==> src/rtl/spi_mem.sv <==
// Byte-wide request bridge to an FM25L16-style SPI FRAM: each request becomes one
// 32-bit READ/WRITE frame (opcode, addr hi, addr lo, data), SPI mode 0, MSB first.
module spi_mem #(
    parameter int SCK_HALF = 1
) (
    input  logic       clk,
    input  logic       rst_n,
    input  logic       en,
    input  logic       wr_en,
    input  logic [5:0] addr,
    input  logic [7:0] wr_data,
    output logic [7:0] rd_data,
    output logic       valid,
    output logic       spi_clk,
    output logic       spi_cs,
    output logic       spi_so,
    input  logic       spi_si
);

    typedef enum logic [1:0] {IDLE, SHIFT, DONE} state_t;

    localparam int DW = (SCK_HALF > 1) ? $clog2(SCK_HALF) : 1;
    localparam logic [DW-1:0] DIV_MAX = DW'(SCK_HALF - 1);

    state_t          state_q, state_d;
    logic [31:0]     frame_q, frame_d;
    logic [DW-1:0]   div_q, div_d;
    logic [6:0]      half_q, half_d;
    logic [7:0]      cap_q, cap_d;
    logic [7:0]      rd_q, rd_d;
    logic            wr_q, wr_d;
    logic            sclk_q, sclk_d;
    logic            cs_q, cs_d;
    logic            so_q, so_d;
    logic            valid_q, valid_d;

    always_comb begin
        state_d = state_q;
        frame_d = frame_q;
        div_d   = div_q;
        half_d  = half_q;
        cap_d   = cap_q;
        rd_d    = rd_q;
        wr_d    = wr_q;
        sclk_d  = sclk_q;
        cs_d    = cs_q;
        so_d    = so_q;
        valid_d = valid_q;
        case (state_q)
            IDLE: begin
                if (en && !valid_q) begin
                    wr_d    = wr_en;
                    frame_d = {(wr_en ? 8'h02 : 8'h03), 8'h00, 2'b00, addr,
                               (wr_en ? wr_data : 8'h00)};
                    so_d    = frame_d[31];
                    cs_d    = 1'b0;
                    div_d   = '0;
                    half_d  = '0;
                    state_d = SHIFT;
                end
            end
            SHIFT: begin
                // half_q counts spi_clk half-periods already completed; tick n = half_q+1
                if (div_q == DIV_MAX) begin
                    div_d  = '0;
                    half_d = half_q + 7'd1;
                    if (half_q < 7'd64) begin
                        sclk_d = ~sclk_q;
                        if (!sclk_q) begin
                            if (half_q >= 7'd48)
                                cap_d = {cap_q[6:0], spi_si};
                        end else begin
                            frame_d = {frame_q[30:0], 1'b0};
                            so_d    = (half_q == 7'd63) ? 1'b0 : frame_q[30];
                        end
                    end else begin
                        cs_d    = 1'b1;
                        valid_d = 1'b1;
                        if (!wr_q)
                            rd_d = cap_q;
                        state_d = DONE;
                    end
                end else begin
                    div_d = div_q + DW'(1);
                end
            end
            DONE: begin
                if (!en) begin
                    valid_d = 1'b0;
                    state_d = IDLE;
                end
            end
            default: state_d = IDLE;
        endcase
    end

    always_ff @(posedge clk) begin
        if (!rst_n) begin
            state_q <= IDLE;
            frame_q <= '0;
            div_q   <= '0;
            half_q  <= '0;
            cap_q   <= '0;
            rd_q    <= '0;
            wr_q    <= 1'b0;
            sclk_q  <= 1'b0;
            cs_q    <= 1'b1;
            so_q    <= 1'b0;
            valid_q <= 1'b0;
        end else begin
            state_q <= state_d;
            frame_q <= frame_d;
            div_q   <= div_d;
            half_q  <= half_d;
            cap_q   <= cap_d;
            rd_q    <= rd_d;
            wr_q    <= wr_d;
            sclk_q  <= sclk_d;
            cs_q    <= cs_d;
            so_q    <= so_d;
            valid_q <= valid_d;
        end
    end

    assign rd_data = rd_q;
    assign valid   = valid_q;
    assign spi_clk = sclk_q;
    assign spi_cs  = cs_q;
    assign spi_so  = so_q;

endmodule

==> config.mk <==
export PLATFORM = sky130hd
export DESIGN_NAME = spi_mem
export DESIGN_NICKNAME = d
export VERILOG_FILES = /design/src/rtl/spi_mem.sv
export SDC_FILE = /design/constraint.sdc
export NUM_CORES = 1
export LEC_CHECK = 0
export ABC_AREA = 1
export CORE_ASPECT_RATIO = 1.2
export CORE_UTILIZATION = 50
export DETAILED_ROUTE_END_ITERATION = 6
export GPL_TIMING_DRIVEN = 0
export PLACE_DENSITY = 0.75
export SLEW_MARGIN = 15
export SYNTH_ARGS = -nofsm -noshare
export SYNTH_HDL_FRONTEND = slang
export SYNTH_SLANG_ARGS = --single-unit
==> constraint.sdc <==
create_clock -name clk -period 1.14 [get_ports clk]
set_input_delay 0.228 -clock clk [delete_from_list [all_inputs] [get_ports clk]]
set_output_delay 0.228 -clock clk [all_outputs]
set_load 0.01 [all_outputs]
## Word-level counts from Yosys, hierarchy flattened

Index checks and enable logic that the tools add are counted.

| operators by class | value |
|---|---|
| add/sub/neg operators | 2 |
| $mul | 0 |
| divide/modulo/power cells | 0 |
| $lt $le $gt $ge | 2 |
| equal/unequal tests | 9 |
| shift operators | 0 |
| muxes and demuxes | 29 |
| bitwise logic cells | 4 |
| reductions and logical operators | 15 |

Operators with widths:

| kind | count |
|---|---|
| $mux W31 | 4 |
| $pmux W31 S2 | 1 |
| $reduce_and A4 Y1 | 4 |
| $mux W7 | 2 |
| $pmux W7 S2 | 1 |
| $ne A2 B2 Y1 const B | 6 |
| $mux W1 | 11 |
| $reduce_and A5 Y1 | 2 |
| $mux W2 | 4 |
| $mux W8 | 1 |
| $pmux W1 S2 | 4 |
| $add A7 B1 Y7 const B | 1 |
| $eq A7 B6 Y1 const B | 1 |
| $ge A7 B6 Y1 const B | 1 |
| $lt A7 B7 Y1 const B | 1 |
| $pmux W2 S3 | 1 |
| $reduce_and A3 Y1 | 2 |
| $not A1 Y1 | 4 |
| $reduce_and A2 Y1 | 2 |
| $reduce_bool A2 Y1 | 2 |
| $eq A2 B1 Y1 const B | 1 |
| $eq A2 B2 Y1 const B | 1 |
| $logic_not A2 Y1 | 1 |
| $add A1 B1 Y1 const B | 1 |
| other kinds (2) | 2 |

| storage, ports and cells | value |
|---|---|
| flip-flop bits (word level) | 62 |
| latch bits | 0 |
| RAM bits | 0 |
| ROM bits | 0 |
| input port bits | 19 |
| output and inout port bits | 12 |
| memories | 0 |

## Logic depth before layout (Yosys ltp)

| logic depth | value |
|---|---|
| depth after elaboration | 6 |
| depth in mapped cells | 9 |
| mapped depth without buffers | 8 |

## Least setup slack after synthesis

OpenSTA, ideal clock, no wires.

| timing path | value |
|---|---|
| kind | register -> register |
| from | register sclk_q (netlist: spi_clk) |
| to | register frame_q[0] |
| arrival time | 1090 ps |
| required time | 1024 ps |
| path slack | -66 ps |
| stages on the path, launching flop included | 7 |
| period minus slack after synthesis | 1206 ps |
| cells stage by stage | dfxtp_1 inv_1 nand3_1 nand3_2 buf_6 o21ai_0 nor2_1 |

| between the ends | value |
|---|---|
| longest elaborated chain between the ends | 2 |

RTL lines:

| what | line | source |
|---|---|---|
| start, declared | 32 | `logic sclk_q, sclk_d;` |
| start signal, assigned | 118 | `sclk_q <= sclk_d;` |
| $ne A2 B2 Y1 (no line) | n/a |  |
| $reduce_and A5 Y1 (no line) | n/a |  |
| end signal, assigned | 112 | `frame_q <= frame_d;` |
| end, declared | 26 | `logic [31:0] frame_q, frame_d;` |

No other way between the ends.
A chain may end at the register's enable or synchronous reset.

## Worst setup path after layout

| timing path | value |
|---|---|
| from | register state_q[0] |
| to | register frame_q[24] |

| between the ends | value |
|---|---|
| longest elaborated chain between the ends | 3 |
| elaborated cells between the ends (all ways) | 9 |

RTL lines:

| what | line | source |
|---|---|---|
| start, declared | 25 | `state_t state_q, state_d;` |
| start signal, assigned | 111 | `state_q <= state_d;` |
| $eq A2 B1 Y1 or $logic_not A2 Y1 (tied branches) | 49 | `case (state_q)` |
| $ne A2 B2 Y1 (no line) or $reduce_bool A2 Y1 (tied branches) | n/a |  |
| $reduce_and A5 Y1 (no line) | n/a |  |

Several ways; a longest one is shown, not always the timed one.

==> results.ini <==
[clocking]
cts_root_buf=clkbuf_8
clk_latency_ns=0.34
cts_buffers=9
cts.sinks=61
clock_path_buffers=2
ctsHoldBuffers=0
htree_num_levels=3
cts_tree=yes
cts.reportedPaths.clkPinSlew_ns=0.06

[timing]
worst_slack_ns=-0.151
worstMarginPinSlew_ns=0.630
clock.fmax_mhz=774
fin_crit_sh_pct=113
rsz0062_at_grt=true
setup_viol=54
skew_ns=0.00550
relSlewSlack_pct=58.0
fin_crit_ns=1.29
hold_violations=0
drv_slew=0

[critical_path]
startpoint_type=register
path_delay_family=simple AND/OR/NAND/NOR gates
path_class=register to register
critical_path.max_stage_delay_ns=0.33
cpMaxStageDelayCell=dfxtp_2
cp_max_fo=8
reg2reg_depth=8
crit_chain=buf_12 > nor2_4 > nand2_2 > nand3_4 > buf_6 > nand2_1 > nand2_1 > nor2_1
ff2ff_setup_slack_ns=-0.15
arrival_ns=1.53
worstReg2RegEnd=frame_q[24]
timing.rr.start=state_q[0]
cp_data_required_time_ns=1.38
path_buf_inv=2
critPathMostFrequentCell=nand2_1
end_kind=register

[cells_and_area]
antennaDiodeCount=0
fillCellCount=378
final_cell_mix=nand2_1, dfxtp_1, nor2_1, inv_1, nand2_2
layout.area.seq_um2=1240
area_growth_pct=39.6
final_common_cell=nand2_1
multi_input_area_um2=1510
post-route-util_pct=74.7
final_nets=467
drive_gt1_share_pct=34.3

[global_routing]
grt_start_max_net_pins=11
grt_first_pass_wirelength_um=10600
gr-usage-all-layers_pct=23.8
antenna_found_initial=0
grt_pass1_vias=2396
grt_overflow_total=0

[yosys]
ys.warnings.count=0
syn_nets=410
ys_types=24
syn_inst=390
post_synth_instance_area_um2=2700
ys_seq_area_share_pct=45.2
ys_seq_elements=61
syn_area_per_cell_um2=6.92

[floorplanning]
initial_core_util_pct=53.5
dieArea_um2=5700
rows=28
die_w_um=69.1
fp.dieH_um=82.5
core_area_um2=5040
io_pins=31

[worst_hold_path]
holdPathStages=3
hold_start=wr_en
hold_path_class=input port to register
whs_endpoint=wr_q

[power_and_ir_drop]
power_density_nw_per_um2=1330
leakagePower_nw=1.64
finalPower_mw=5.00
ir_drop_mv=1.09

[drt]
via_count=2577
drcViolationCount=0
first_pass_iters=4
wl_per_cell_um=13.5
drt_iter0_markers=122
viasPerCell=5.06
routed_wl_um=6890
ant_nets=0

[outcome]
status=complete, but fails checks
violations=setup timing

[placement]
gp_congestion=0.803
numPortBuffers=29
place_hpwl_um=3760

[run]
drv_cap=0

[sequential cells by signal, indices dropped and copies added, names as in the netlist]
signal   flops
half_q       7
rd_data      8
wr_q         1
spi_so       1
state_q      2
frame_q     31
spi_clk      1
valid        1
spi_cs       1
cap_q        8
[power breakdown]
part           internal (mW)  total [mW]  switching [mW]
sequential              2.22        2.26          0.0381
clock                   1.09        1.89           0.805
combinational          0.362       0.856           0.493
[worst max path at each step]
stage | start | endpoint | slack (ns) | cells after the start
final | state_q[0] | frame_q[24] | -0.15 | 8
after global routing | state_q[0] | frame_q[24] | -0.22 | 7
after CTS | state_q[0] | spi_so | -0.09 | 7
after detailed placement | rst_n | spi_so | -0.58 | 5
after global placement | rst_n | valid | -0.56 | 5
after floorplan | state_q[0] | frame_q[0] | 0.005 | 6
[worst register-to-register path: stages (launching register included)]
cell and delay, ns:
dfxtp_2 0.33, buf_12 0.14, nor2_4 0.11, nand2_2 0.07, nand3_4 0.18, buf_6 0.17
nand2_1 0.06, nand2_1 0.08, nor2_1 0.05
[logic make-up (layout without fill, tap and decap cells)]
group | count (synthesis) | in the layout | share of synthesized area (%)
compound gates | 59 | 59 | 11.1
flops | 61 | 61 | 45.2
simple gates | 208 | 208 | 32.4
buf+inv | 61 | 120 | 10.8
fa+ha+maj | 1 | 1 | 0.464
[layer usage]
| metal | vias to the layer above | GRT usage, % | part of all wire [%] |
|---|---|---|---|
| met3 | 14 | 3.28 | 3.0 |
| met5 | - | 0 | 0 |
| li1 | 1331 | - | - |
| met4 | 0 | 11.6 | 2.0 |
| met1 | 1177 | 27.2 | 45 |
| met2 | 55 | 44.2 | 50 |
[cells in the mapped netlist, drive strengths merged]
master    n  area (um2)
nand2   131         499
dfxtp    61        1220
nor2     47         203
inv      41         154
a21oi    37         185
nand3    21         120
o21ai    20         100
buf      16         118
nand4     6        37.5
clkbuf    4        18.8
nor3      3        15.0
ha        1        12.5
o21bai    1        7.51
o31ai     1        7.51
[area by class of cell]
cell class | instances | area share (%)
clock inverters | 2 | 0.930
clock buffers | 11 | 4.02
plain buffers | 20 | 4.82
repair buffers | 46 | 10.9
inverters | 41 | 4.48
flip-flops and latches | 61 | 32.8
well taps | 60 | 1.99
multi-input cells | 268 | 40.0
[timing repair]
action	4_1_cts	5_1_grt
pin swaps	9	20
cloned	7	0
resized for setup	97	83
hold endpoints to repair	0	0
setup buffers	7	3
setup endpoints to repair	72	67
[stage by stage]
stage	setup slack, ns	setup TNS [ns]	hold WS (ns)	cells	area [um2]
2_1_floorplan	0.00545	0	0.366	390	2710
3_3_place_gp	-0.563	-21.83	0.443	479	3080
3_5_place_dp	-0.585	-22.59	0.451	479	3080
4_1_cts	-0.0931	-2.45	0.380	506	3560
5_1_grt	-0.221	-6.74	0.409	509	3770
6_report	-0.151	-3.53	0.365	509	3770
Note: power is estimated with default switching activity, not from simulation.
